===== src/rtl/trng_pkg.sv =====
// Shared constants and pair-phase type for the ring-oscillator TRNG blocks.
package trng_pkg;

    localparam int TRNG_N          = 10;
    localparam int TRNG_OUT_W      = 8;
    localparam int TRNG_REP_CUTOFF = 32;

    typedef enum logic {
        PH_FIRST  = 1'b0,
        PH_SECOND = 1'b1
    } pair_phase_e;

endpackage


===== src/rtl/von_neumann_corrector.sv =====
// Von Neumann debiaser: pairs consecutive strobed raw bits, emits first bit of a 01/10 pair.
// Emit is combinational on the SECOND sample; a low strobe returns the phase to FIRST.
module von_neumann_corrector
    import trng_pkg::*;
(
    input  logic clk,
    input  logic rst,
    input  logic raw_bit,
    input  logic sample_vld,
    output logic emit_vld,
    output logic emit_bit
);

    pair_phase_e phase_q, phase_d;
    logic        first_q, first_d;

    always_comb begin
        phase_d  = PH_FIRST;
        first_d  = first_q;
        emit_vld = 1'b0;
        emit_bit = first_q;
        if (sample_vld) begin
            if (phase_q == PH_FIRST) begin
                phase_d = PH_SECOND;
                first_d = raw_bit;
            end else begin
                phase_d  = PH_FIRST;
                emit_vld = (first_q != raw_bit);
            end
        end
    end

    always_ff @(posedge clk or posedge rst) begin
        if (rst) begin
            phase_q <= PH_FIRST;
            first_q <= 1'b0;
        end else begin
            phase_q <= phase_d;
            first_q <= first_d;
        end
    end

endmodule


===== src/rtl/ro_entropy_collector.sv =====
// Ring-oscillator entropy collector: synchronize, XOR, debias, pack into OUT_W-bit words.
// Optional repetition-count health test enabled by defining RO_TRNG_HEALTH_EN.
module ro_entropy_collector
    import trng_pkg::*;
#(
    parameter int N          = TRNG_N,
    parameter int OUT_W      = TRNG_OUT_W,
    parameter int REP_CUTOFF = TRNG_REP_CUTOFF
) (
    input  logic             CLK,
    input  logic             RST,
    input  logic             ENABLE,
    input  logic [N-1:0]     RO_IN,
    output logic [OUT_W-1:0] DATA_OUT,
    output logic             DATA_VALID,
    input  logic             DATA_READY,
    output logic             HEALTH_FAIL
);

    localparam int CNT_W = $clog2(OUT_W + 1);

    logic [N-1:0]     sync1_q, sync1_d;
    logic [N-1:0]     sync2_q, sync2_d;
    logic [OUT_W-1:0] acc_q, acc_d;
    logic [CNT_W-1:0] cnt_q, cnt_d;
    logic [OUT_W-1:0] dout_q, dout_d;
    logic             dvld_q, dvld_d;

    logic raw_bit;
    logic emit_vld;
    logic emit_bit;
    logic health_fail;
    logic handshake;
    logic out_free;
    logic acc_full;
    logic transfer;
    logic accept_bit;

    assign sync1_d = RO_IN;
    assign sync2_d = sync1_q;
    assign raw_bit = ^sync2_q;

    von_neumann_corrector u_vnc (
        .clk        (CLK),
        .rst        (RST),
        .raw_bit    (raw_bit),
        .sample_vld (ENABLE),
        .emit_vld   (emit_vld),
        .emit_bit   (emit_bit)
    );

`ifdef RO_TRNG_HEALTH_EN
    localparam int REP_W = $clog2(REP_CUTOFF + 1);

    logic [REP_W-1:0] rep_cnt_q, rep_cnt_d;
    logic             rep_bit_q, rep_bit_d;
    logic             fail_q, fail_d;

    always_comb begin
        rep_cnt_d = rep_cnt_q;
        rep_bit_d = rep_bit_q;
        fail_d    = fail_q;
        if (ENABLE && !fail_q) begin
            if ((rep_cnt_q != '0) && (raw_bit == rep_bit_q)) begin
                rep_cnt_d = rep_cnt_q + REP_W'(1);
            end else begin
                rep_cnt_d = REP_W'(1);
            end
            rep_bit_d = raw_bit;
            if (rep_cnt_d == REP_W'(REP_CUTOFF)) begin
                fail_d = 1'b1;
            end
        end
    end

    always_ff @(posedge CLK or posedge RST) begin
        if (RST) begin
            rep_cnt_q <= '0;
            rep_bit_q <= 1'b0;
            fail_q    <= 1'b0;
        end else begin
            rep_cnt_q <= rep_cnt_d;
            rep_bit_q <= rep_bit_d;
            fail_q    <= fail_d;
        end
    end

    assign health_fail = fail_q;
`else
    localparam int unused_rep_cutoff = REP_CUTOFF;
    assign health_fail = 1'b0;
`endif

    assign DATA_VALID  = dvld_q && !health_fail;
    assign DATA_OUT    = dout_q;
    assign HEALTH_FAIL = health_fail;

    assign handshake  = DATA_VALID && DATA_READY;
    assign out_free   = !DATA_VALID || handshake;
    assign acc_full   = (cnt_q == CNT_W'(OUT_W));
    assign transfer   = ENABLE && !health_fail && acc_full && out_free;
    // A full accumulator blocked by a pending word drops new bits rather than shifting.
    assign accept_bit = ENABLE && !health_fail && emit_vld && (!acc_full || transfer);

    always_comb begin
        acc_d  = acc_q;
        cnt_d  = cnt_q;
        dout_d = dout_q;
        dvld_d = dvld_q;
        if (handshake) begin
            dvld_d = 1'b0;
        end
        if (transfer) begin
            dout_d = acc_q;
            dvld_d = 1'b1;
            cnt_d  = '0;
        end
        if (accept_bit) begin
            acc_d = {acc_q[OUT_W-2:0], emit_bit};
            cnt_d = transfer ? CNT_W'(1) : cnt_q + CNT_W'(1);
        end
        if (!ENABLE) begin
            acc_d = '0;
            cnt_d = '0;
        end
        if (health_fail) begin
            dvld_d = 1'b0;
        end
    end

    always_ff @(posedge CLK or posedge RST) begin
        if (RST) begin
            sync1_q <= '0;
            sync2_q <= '0;
            acc_q   <= '0;
            cnt_q   <= '0;
            dout_q  <= '0;
            dvld_q  <= 1'b0;
        end else begin
            sync1_q <= sync1_d;
            sync2_q <= sync2_d;
            acc_q   <= acc_d;
            cnt_q   <= cnt_d;
            dout_q  <= dout_d;
            dvld_q  <= dvld_d;
        end
    end

endmodule


===== config.mk =====
export PLATFORM = sky130hd
export DESIGN_NAME = ro_entropy_collector
export DESIGN_NICKNAME = d
export VERILOG_FILES = /design/src/rtl/trng_pkg.sv /design/src/rtl/von_neumann_corrector.sv /design/src/rtl/ro_entropy_collector.sv
export SDC_FILE = /design/constraint.sdc
export NUM_CORES = 1
export LEC_CHECK = 0
export CELL_PAD_IN_SITES_DETAIL_PLACEMENT = 1
export CELL_PAD_IN_SITES_GLOBAL_PLACEMENT = 1
export CORE_MARGIN = 10
export CORE_UTILIZATION = 42
export DETAILED_ROUTE_END_ITERATION = 12
export PLACE_DENSITY = 0.8
export SETUP_SLACK_MARGIN = 0.2
export SLEW_MARGIN = 20
export SYNTH_ARGS = -nofsm -noshare
export SYNTH_HDL_FRONTEND = slang
export SYNTH_SLANG_ARGS = --single-unit

===== constraint.sdc =====
create_clock -name CLK -period 2.9 [get_ports CLK]
set_input_delay 0.29 -clock CLK [delete_from_list [all_inputs] [get_ports CLK]]
set_output_delay 0.29 -clock CLK [all_outputs]
set_load 0.05 [all_outputs]

**Word-level counts from Yosys, hierarchy flattened**

Index checks and enable logic that the tools add are counted.

- Flip-flop bits (word level): 43
- Bits in latches: 0
- RAM bits: 0
- ROM bits: 0
- Input bits: 14
- Logic and storage cells: 38
- Memories: 0

- Add/subtract/negate cells: 1
- Multipliers: 0
- Div/mod/pow operators: 0
- Order comparisons: 0
- Equal/unequal tests: 4
- Shift operators: 0
- Mux-type cells: 12
- Bitwise logic cells: 1
- Reduce and logical (&&, ||, !) cells: 12

Operators with widths:

| cell | number |
|---|---|
| $mux W4 | 4 |
| $mux W8 | 2 |
| $reduce_xor A10 Y1 | 1 |
| $mux W1 | 6 |
| $logic_and A1 B1 Y1 | 5 |
| $add A4 B1 Y4 const B | 1 |
| $eq A4 B4 Y1 const B | 1 |
| $ne A3 B1 Y1 const B | 1 |
| $logic_not A1 Y1 | 2 |
| $logic_or A1 B1 Y1 | 2 |
| $ne A2 B1 Y1 const B | 1 |
| $reduce_and A2 Y1 | 1 |
| $reduce_bool A2 Y1 | 1 |
| $ne A1 B1 Y1 | 1 |
| $not A1 Y1 | 1 |

**Logic depth before layout (Yosys ltp)**

Gate-level depths: netlist (run 1).

- Depth after elaboration: 8
- Depth in mapped cells: 8
- Gate-level depth less buffers: 7

**Cells and area by module**

Synthesis (run 1) repeated with hierarchy kept, for this count alone.

- Cell total of the unflattened synthesis: 113
- Area total of the unflattened synthesis: 1636.6 µm²

Modules (own cells, without submodules):

| module | instances | cells each | area an instance (µm²) |
|---|---|---|---|
| ro_entropy_collector | 1 | 106 | 1537.7 |
| von_neumann_corrector | 1 | 7 | 98.8 |

**Worst setup path after synthesis (run 1)**

Ideal clock, no wire load.

- Kind: flip-flop to flip-flop
- Start point: register sync2_q[5]
- End point: register cnt_q[2]
- Setup time: 0.066 ns
- Arrival time: 1.940 ns
- Required time: 2.834 ns
- Path slack: 0.893 ns
- Cell stages (with the launch flop): 6
- Buffers on the path: 0
- Period minus slack after synthesis: 2.007 ns
- Cell sequence: dfrtp_1 -> xor2_1 -> xnor3_2 -> xnor3_2 -> or4_1 -> nand2_1

- Longest elaborated chain between the ends: 8
- Elaborated cells between the ends (all ways): 9

RTL lines:

| item | RTL line | source |
|---|---|---|
| start, declared | ro_entropy_collector.sv:23 | `logic [N-1:0] sync2_q, sync2_d;` |
| start signal, assigned | ro_entropy_collector.sv:141 | `sync2_q <= sync2_d;` |
| $reduce_xor A10 Y1 * | ro_entropy_collector.sv:41 | `assign raw_bit = ^sync2_q;` |
| $ne A1 B1 Y1 * | von_neumann_corrector.sv:28 | `emit_vld = (first_q != raw_bit);` |
| $mux W1 * | von_neumann_corrector.sv:23 | `if (phase_q == PH_FIRST) begin` |
| $mux W1 * | von_neumann_corrector.sv:22 | `if (sample_vld) begin` |
| $logic_and A1 B1 Y1 * (2 in series) | ro_entropy_collector.sv:103 | `assign accept_bit = ENABLE && !health_fail && emit_vld && (!acc_full \|\| transfer);` |
| $mux W4 | ro_entropy_collector.sv:118 | `if (accept_bit) begin` |
| $mux W4 | ro_entropy_collector.sv:122 | `if (!ENABLE) begin` |
| end signal, assigned | ro_entropy_collector.sv:143 | `cnt_q <= cnt_d;` |
| end, declared | ro_entropy_collector.sv:25 | `logic [CNT_W-1:0] cnt_q, cnt_d;` |

Mark *: on every way between the ends. The rest lies on a longest branch, timed or not.
A chain may end at the register's enable or synchronous reset.

**Final worst setup path (run 1)**

- Start point: register sync2_q[5]
- End point: register acc_q[1]

- Longest elaborated chain between the ends: 7

RTL lines:

| item | RTL line | source |
|---|---|---|
| $reduce_xor A10 Y1 | ro_entropy_collector.sv:41 |  |
| $ne A1 B1 Y1 | von_neumann_corrector.sv:28 |  |
| $mux W1 | von_neumann_corrector.sv:23 |  |
| $mux W1 | von_neumann_corrector.sv:22 |  |
| $logic_and A1 B1 Y1 (2 in series) | ro_entropy_collector.sv:103 |  |
| $ne A2 B1 Y1 (no source line) | -- |  |
| end signal, assigned | ro_entropy_collector.sv:135 | `acc_q <= '0;` |
| end signal, assigned | ro_entropy_collector.sv:142 | `acc_q <= acc_d;` |
| end, declared | ro_entropy_collector.sv:24 | `logic [OUT_W-1:0] acc_q, acc_d;` |

Every way passes these cells.

==> results of run 1 <==
-- flip-flops by register name, summed over array words and instances (netlist names) --
register / flops
u_vnc.emit_bit: 1
DATA_VALID: 1
acc_q: 8
sync2_q: 10
cnt_q: 4
sync1_q: 10
u_vnc.phase_q: 1
DATA_OUT: 8
-- synthesized netlist by cell type, drive strengths merged --
master	n	area share, %
or4	1	0.46
nor2b	2	0.76
and3	1	0.38
nand3	12	3.7
o2111ai	1	0.54
nand2b	1	0.38
buf	2	0.69
a21oi	2	0.61
ha	2	1.5
xor2	1	0.54
xnor2	6	3.2
nor3	1	0.31
o211ai	2	0.92
clkbuf	3	0.69
o21ai	9	2.8
nand2	38	8.7
nor2	3	0.69
nand4	2	0.76
and3b	1	0.54
mux2i	1	0.61
xor3	1	1.7
conb	1	0.23
inv	3	0.69
dfrtp	43	66
xnor3	2	2.9
-- per-layer routing --
| layer | global-route usage, % | vias up |
|---|---|---|
| met5 | 0 | - |
| met4 | 7.31 | 0 |
| met3 | 3.56 | 9 |
| met2 | 20.8 | 20 |
| met1 | 12.9 | 541 |
| li1 | - | 512 |
-- power groups by stage --
stage	combinational [mW]	sequential [mW]	clock, mW
floorplan	0.165	0.657	0
detailed placement	0.226	0.664	0
CTS	0.228	0.652	0.552
finish	0.223	0.652	0.544
global route	0.243	0.656	0.578
global placement	0.210	0.661	0
-- path summary, 6_finish.rpt --
kind | start | to | slack [ps] | cells after the start
setup / recovery | sync2_q[5]$_DFF_PP0_ | acc_q[1]$_DFFE_PP0P_ | 700 | 5
hold / removal | sync1_q[6]$_DFF_PP0_ | sync2_q[6]$_DFF_PP0_ | 350 | 0
setup reg to reg | sync2_q[5]$_DFF_PP0_ | acc_q[1]$_DFFE_PP0P_ | 700 | 5
hold reg to reg | sync1_q[6]$_DFF_PP0_ | sync2_q[6]$_DFF_PP0_ | 350 | 0
max in group asynchronous | RST | acc_q[1]$_DFFE_PP0P_ | 2110 | 3
min in group asynchronous | RST | DATA_OUT[0]$_DFFE_PP0P_ | 420 | 3
-- worst max-delay path, delay by kind of cell (launching register included) --
kind | cells | cell delay (ps)
xor+xnor | 3 | 1130
simple gates | 1 | 360
flops | 1 | 380
compound gates | 1 | 180
-- logic make-up (layout without fill, tap and decap cells) --
group / Yosys count / after routing / share of synthesized area, %
xor gates and xnor gates: 10 / 10 / 8.33
AOI/OAI and AO/OA: 14 / 14 / 4.82
other: 1 / 1 / 0.229
and+or+nand+nor: 62 / 62 / 16.7
DFF: 43 / 43 / 65.7
buffers and inverters: 8 / 35 / 2.06
adders and majority gates: 2 / 2 / 1.53
muxes: 1 / 1 / 0.612
-- area by class of cell --
type,count,share of cell area (%)
clock inverters,2,2.94
repair buffers,24,11.5
well taps,48,2.94
inverters,3,0.551
multi-input cells,90,25.8
clock buffers,6,3.55
flip-flops and latches,43,52.7
==> Implementation_results.wiki, run 1 <==
{| class="wikitable"
! Metric !! Value
|-
| Outcome || finished clean
|-
| Relative slew slack || 55.1%
|-
| Total core area || 3720 um^2
|-
| Cell type with the highest occurrence count on the critical path || sky130_fd_sc_hd__xnor3_2
|-
| Fin crit period || 2200 ps
|-
| Sequential cell fraction of total power || 45.9%
|-
| Detailed Route WL || 3.60 mm
|-
| Required time worst endpoint || 3050 ps
|-
| Reg clk slew, reported paths || 80 ps
|-
| Post-layout power || 1.42 mW
|-
| Final antenna-violating net count || 0
|-
| Layout net count || 183
|-
| FF+latch area || 1080 um^2
|-
| Final estimated routing congestion in global placement || 0.792
|-
| Final period utilization || 75.8%
|-
| Final WS setup || 703 ps
|-
| Net Count, Synth || 157
|-
| Power per unit of standard cell area || 695 nW/um^2
|-
| Stage delay of the slowest cell on the critical path || 510 ps
|-
| Met3 Wirelength || 140 um
|-
| Number of setup buffers added after CTS || 0
|-
| Total via count in the routed design || 1082
|-
| Clk Latency, worst-skew pair || 300 ps
|-
| Cts bufs inserted || 5
|-
| Average vias per placed instance || 5.01
|-
| Row count || 22
|-
| Number of buffer cells added on primary ports || 22
|-
| Max frequency || 0.455 GHz
|-
| Warning count from the yosys run || 0
|-
| Category of the worst setup path capture point || register
|-
| Number of buffers inserted for hold repair after clock tree synthesis || 0
|-
| Total Routing Usage GR || 12.1%
|-
| Worst-case setup slack after placement || 698 ps
|-
| Highest routed metal layer || met4
|-
| Element type at the critical path start || register
|-
| Met1 Wirelength || 1.46 mm
|-
| Setup violation total in the final timing report || 0
|-
| Multi-input gate area in the final layout || 527 um^2
|-
| Non-Filler Instances || 216
|-
| PostCTS Resize Cnt || 0
|-
| Vias in the first global route || 1224
|-
| Sequential area share after synthesis || 65.7%
|-
| Placed Area || 1910 um^2
|-
| Layout overhead on the synthesized area || 24.8%
|-
| Half-perimeter wire length after detailed placement || 2.49 mm
|-
| Seq cells post-synth || 43
|-
| Final Util || 54.9%
|-
| Leakage power of the design || 0.948 nW
|-
| DIE HEIGHT || 82.4 um
|-
| Slew Viols, Final || 0
|-
| Die area || 6790 um^2
|-
| Post-route design area || 2040 um^2
|-
| Fraction of power consumed by the clock network || 38.4%
|-
| Total placed cells including tap cells || 208
|-
| Leading cell types in the layout, fill and taps excluded || sky130_fd_sc_hd__dfrtp_1, sky130_fd_sc_hd__nand2_1, sky130_fd_sc_hd__clkdlybuf4s50_1
|-
| Final hold violation count || 0
|-
| Hold/Removal Path Class || register to register
|-
| Gate power share || 15.7%
|-
| First-pass GRT wire length || 6.08 mm
|-
| Antenna fix cells || 0
|-
| Clock tree skew after final layout || 4.65 ps
|-
| I/O pin cnt || 24
|-
| Initial cell density of the core || 44.0%
|-
| Maximum vdd drop || 0.000398 V
|-
| Number of buffers between clock root and the deepest sink || 2
|-
| First drt pass iteration count || 4
|-
| Global route overflow || 0
|-
| RSZ-0062 raised after global routing || false
|-
| Antenna violations before repair || 0
|-
| Cell variety after synth || 26
|-
| Initial drt markers || 83
|-
| Area of the mapped netlist || 1640 um^2
|-
| Transition at the pin with the smallest max-transition slack || 672 ps
|-
| Wire length on met2 || 1.90 mm
|-
| Cell internal power dissipation || 1.08 mW
|-
| TritonCTS clock tree || done
|-
| Clk Tree Root Cell || sky130_fd_sc_hd__clkbuf_8
|-
| Width of the die || 82.4 um
|-
| Syn Inst Count || 141
|-
| Data arrival time of the critical path || 2350 ps
|-
| Maximum number of pins on one net before global-route repair || 44
|-
| Average wire per cell in the routed design || 16.7 um
|-
| Sum Neg Setup Slack || 0 ps
|-
| Max Cap Viol || 0
|-
| Clock sink count || 43
|-
| Number of filler instances in the final layout || 413
|-
| Switching pwr || 0.342 mW
|-
| Mean Syn Cell Area || 11.6 um^2
|-
| Slowest cell on crit path || sky130_fd_sc_hd__xnor3_2
|-
| WHS || 350 ps
|-
| CP Cell Sequence || xor2_1, xnor3_2, xnor3_2, nor2_1, o21ai_0
|-
| Largest fanout on the critical path || 8
|-
| Share of total power consumed by net switching || 24.1%
|-
| Most frequent standard cell in the layout excluding fill and tap cells || sky130_fd_sc_hd__dfrtp_1
|-
| Proportion of layout cells with a drive suffix above 1 || 7.14%
|-
| Start-to-end type of the worst setup path || register to register
|-
| DRC || 0
|-
| H-tree lvl count || 2
|}
No activity file was read; power rests on OpenSTA's default activity.
==> inputs of run 2 (changes only) <==
- clock period: 2.9 -> 2.1 ns (I/O delays scaled with it)
==> run 2 against run 1 <==
First-iteration DRC count shrank 36%. Worst hold slack lost 12 ps. Design area grew 1.5%. Power grew 34%. Clock-buffer cell count is the same. Combinational power grew 57%. Worst setup slack lost 540 ps. Wire length shrank 2.0%. Critical path depth is the same. Via count grew 4.3%. Register-to-register slack lost 540 ps.
==> Implementation_results.wiki, run 2 (synthesis gave the netlist of run 1 again) <==
{| class="wikitable"
! Metric !! Value
|-
| Slew Viols, Final || 0
|-
| Total Routing Usage GR || 12.0%
|-
| Final antenna-violating net count || 0
|-
| First drt pass iteration count || 4
|-
| Width of the die || 82.4 um
|-
| PostCTS Resize Cnt || 0
|-
| Required time worst endpoint || 2330 ps
|-
| Leakage power of the design || 0.972 nW
|-
| Sum Neg Setup Slack || 0 ps
|-
| Most frequent standard cell in the layout excluding fill and tap cells || sky130_fd_sc_hd__dfrtp_1
|-
| DRC || 0
|-
| Non-Filler Instances || 222
|-
| RSZ-0062 raised after global routing || true
|-
| Start-to-end type of the worst setup path || register to register
|-
| Max frequency || 0.516 GHz
|-
| Relative slew slack || 64.9%
|-
| Number of filler instances in the final layout || 419
|-
| Fin crit period || 1940 ps
|-
| Category of the worst setup path capture point || register
|-
| TritonCTS clock tree || done
|-
| Final Util || 55.8%
|-
| Proportion of layout cells with a drive suffix above 1 || 10.9%
|-
| Multi-input gate area in the final layout || 527 um^2
|-
| Met3 Wirelength || 180 um
|-
| Element type at the critical path start || register
|-
| Maximum number of pins on one net before global-route repair || 44
|-
| Final WS setup || 164 ps
|-
| Power per unit of standard cell area || 919 nW/um^2
|-
| Total core area || 3720 um^2
|-
| Max Cap Viol || 0
|-
| Number of buffer cells added on primary ports || 22
|-
| Maximum vdd drop || 0.000534 V
|-
| Clk Latency, worst-skew pair || 290 ps
|-
| Antenna fix cells || 0
|-
| Wire length on met2 || 1.80 mm
|-
| Total via count in the routed design || 1128
|-
| Vias in the first global route || 1271
|-
| Outcome || finished clean
|-
| Data arrival time of the critical path || 2170 ps
|-
| Final period utilization || 92.2%
|-
| Number of buffers inserted for hold repair after clock tree synthesis || 0
|-
| Layout overhead on the synthesized area || 26.6%
|-
| H-tree lvl count || 2
|-
| Leading cell types in the layout, fill and taps excluded || sky130_fd_sc_hd__dfrtp_1, sky130_fd_sc_hd__nand2_1, sky130_fd_sc_hd__clkdlybuf4s50_1
|-
| Layout net count || 189
|-
| Average wire per cell in the routed design || 15.9 um
|-
| Post-layout power || 1.90 mW
|-
| Die area || 6790 um^2
|-
| Setup violation total in the final timing report || 0
|-
| Final hold violation count || 0
|-
| Row count || 22
|-
| Global route overflow || 0
|-
| Clk Tree Root Cell || sky130_fd_sc_hd__clkbuf_8
|-
| Reg clk slew, reported paths || 80 ps
|-
| Transition at the pin with the smallest max-transition slack || 526 ps
|-
| First-pass GRT wire length || 6.14 mm
|-
| Half-perimeter wire length after detailed placement || 2.45 mm
|-
| Final estimated routing congestion in global placement || 0.749
|-
| Number of buffers between clock root and the deepest sink || 2
|-
| Clock sink count || 43
|-
| Initial drt markers || 53
|-
| Hold/Removal Path Class || input port to async pin
|-
| Met1 Wirelength || 1.49 mm
|-
| Worst-case setup slack after placement || 132 ps
|-
| Initial cell density of the core || 44.0%
|-
| Cts bufs inserted || 5
|-
| Average vias per placed instance || 5.08
|-
| Total placed cells including tap cells || 212
|-
| FF+latch area || 1080 um^2
|-
| Top Registers || sync1_q: 10 flops, sync2_q: 10 flops
|-
| DIE HEIGHT || 82.4 um
|-
| Antenna violations before repair || 0
|-
| Largest fanout on the critical path || 5
|-
| Highest routed metal layer || met4
|-
| I/O pin cnt || 24
|-
| Detailed Route WL || 3.53 mm
|-
| Clock tree skew after final layout || 7.84 ps
|}
==> run 2: cell count changes in the layout (fill, tap and decap cells not counted) <==
| cell | before | now |
|---|---|---|
| sky130_fd_sc_hd__buf_4 | 2 | 8 |
| sky130_fd_sc_hd__bufinv_16 | 2 | 1 |
| sky130_fd_sc_hd__clkbuf_1 | 1 | 0 |
| sky130_fd_sc_hd__clkbuf_8 | 5 | 6 |
| sky130_fd_sc_hd__clkinv_2 | 0 | 1 |
==> run 2: power breakdown <==
part | internal [mW] | leakage (nW) | switching [mW]
sequential | 0.869 | 0.549 | 0.0331
clock | 0.385 | 0.0612 | 0.266
combinational | 0.176 | 0.362 | 0.175
==> run 2: path summary, 6_finish.rpt <==
kind                                      start                   end  slack [ps]  depth (start not counted)
setup / recovery           sync2_q[2]$_DFF_PP0_  cnt_q[2]$_DFFE_PP0P_         160                          5
hold / removal                              RST  sync1_q[1]$_DFF_PP0_         340                          3
setup reg to reg           sync2_q[2]$_DFF_PP0_  cnt_q[2]$_DFFE_PP0P_         160                          5
hold reg to reg            sync1_q[6]$_DFF_PP0_  sync2_q[6]$_DFF_PP0_         350                          0
max in group asynchronous                   RST  acc_q[5]$_DFFE_PP0P_        1390                          3
min in group CLK                       RO_IN[2]  sync1_q[2]$_DFF_PP0_         350                          1
==> run 2: worst max-delay path: stages (launching register included) <==
cell                      delay (ps)
sky130_fd_sc_hd__dfrtp_1         390
sky130_fd_sc_hd__xnor2_1         140
sky130_fd_sc_hd__xnor2_1         320
sky130_fd_sc_hd__xnor3_2         450
sky130_fd_sc_hd__or4_1           520
sky130_fd_sc_hd__nand2_1          70
==> run 2: cell type report <==
cell class,count,share of cell area [%]
clock inverters,2,1.69
clock buffers,6,3.99
flip-flops and latches,43,51.9
well taps,48,2.90
multi-input cells,90,25.4
inverters,3,0.543
repair buffers,30,13.5
==> run 2: layer usage <==
metal | vias up | GRT usage, %
li1 | 524 | -
met1 | 574 | 13.4
met2 | 22 | 20.4
met3 | 8 | 4.75
met4 | 0 | 3.91
met5 | - | 0
==> run 2: timing repair <==
item	CTS	global route
setup buffers	1	1
pin swaps	1	0
endpoints found under the setup margin	11	12
==> run 2: stage by stage <==
step / hold slack [ps] / area, um^2
after floorplan: 241 / 1640
after global placement: 332 / 1940
after detailed placement: 339 / 1940
after CTS: 344 / 2060
after global routing: 333 / 2070
final: 339 / 2070
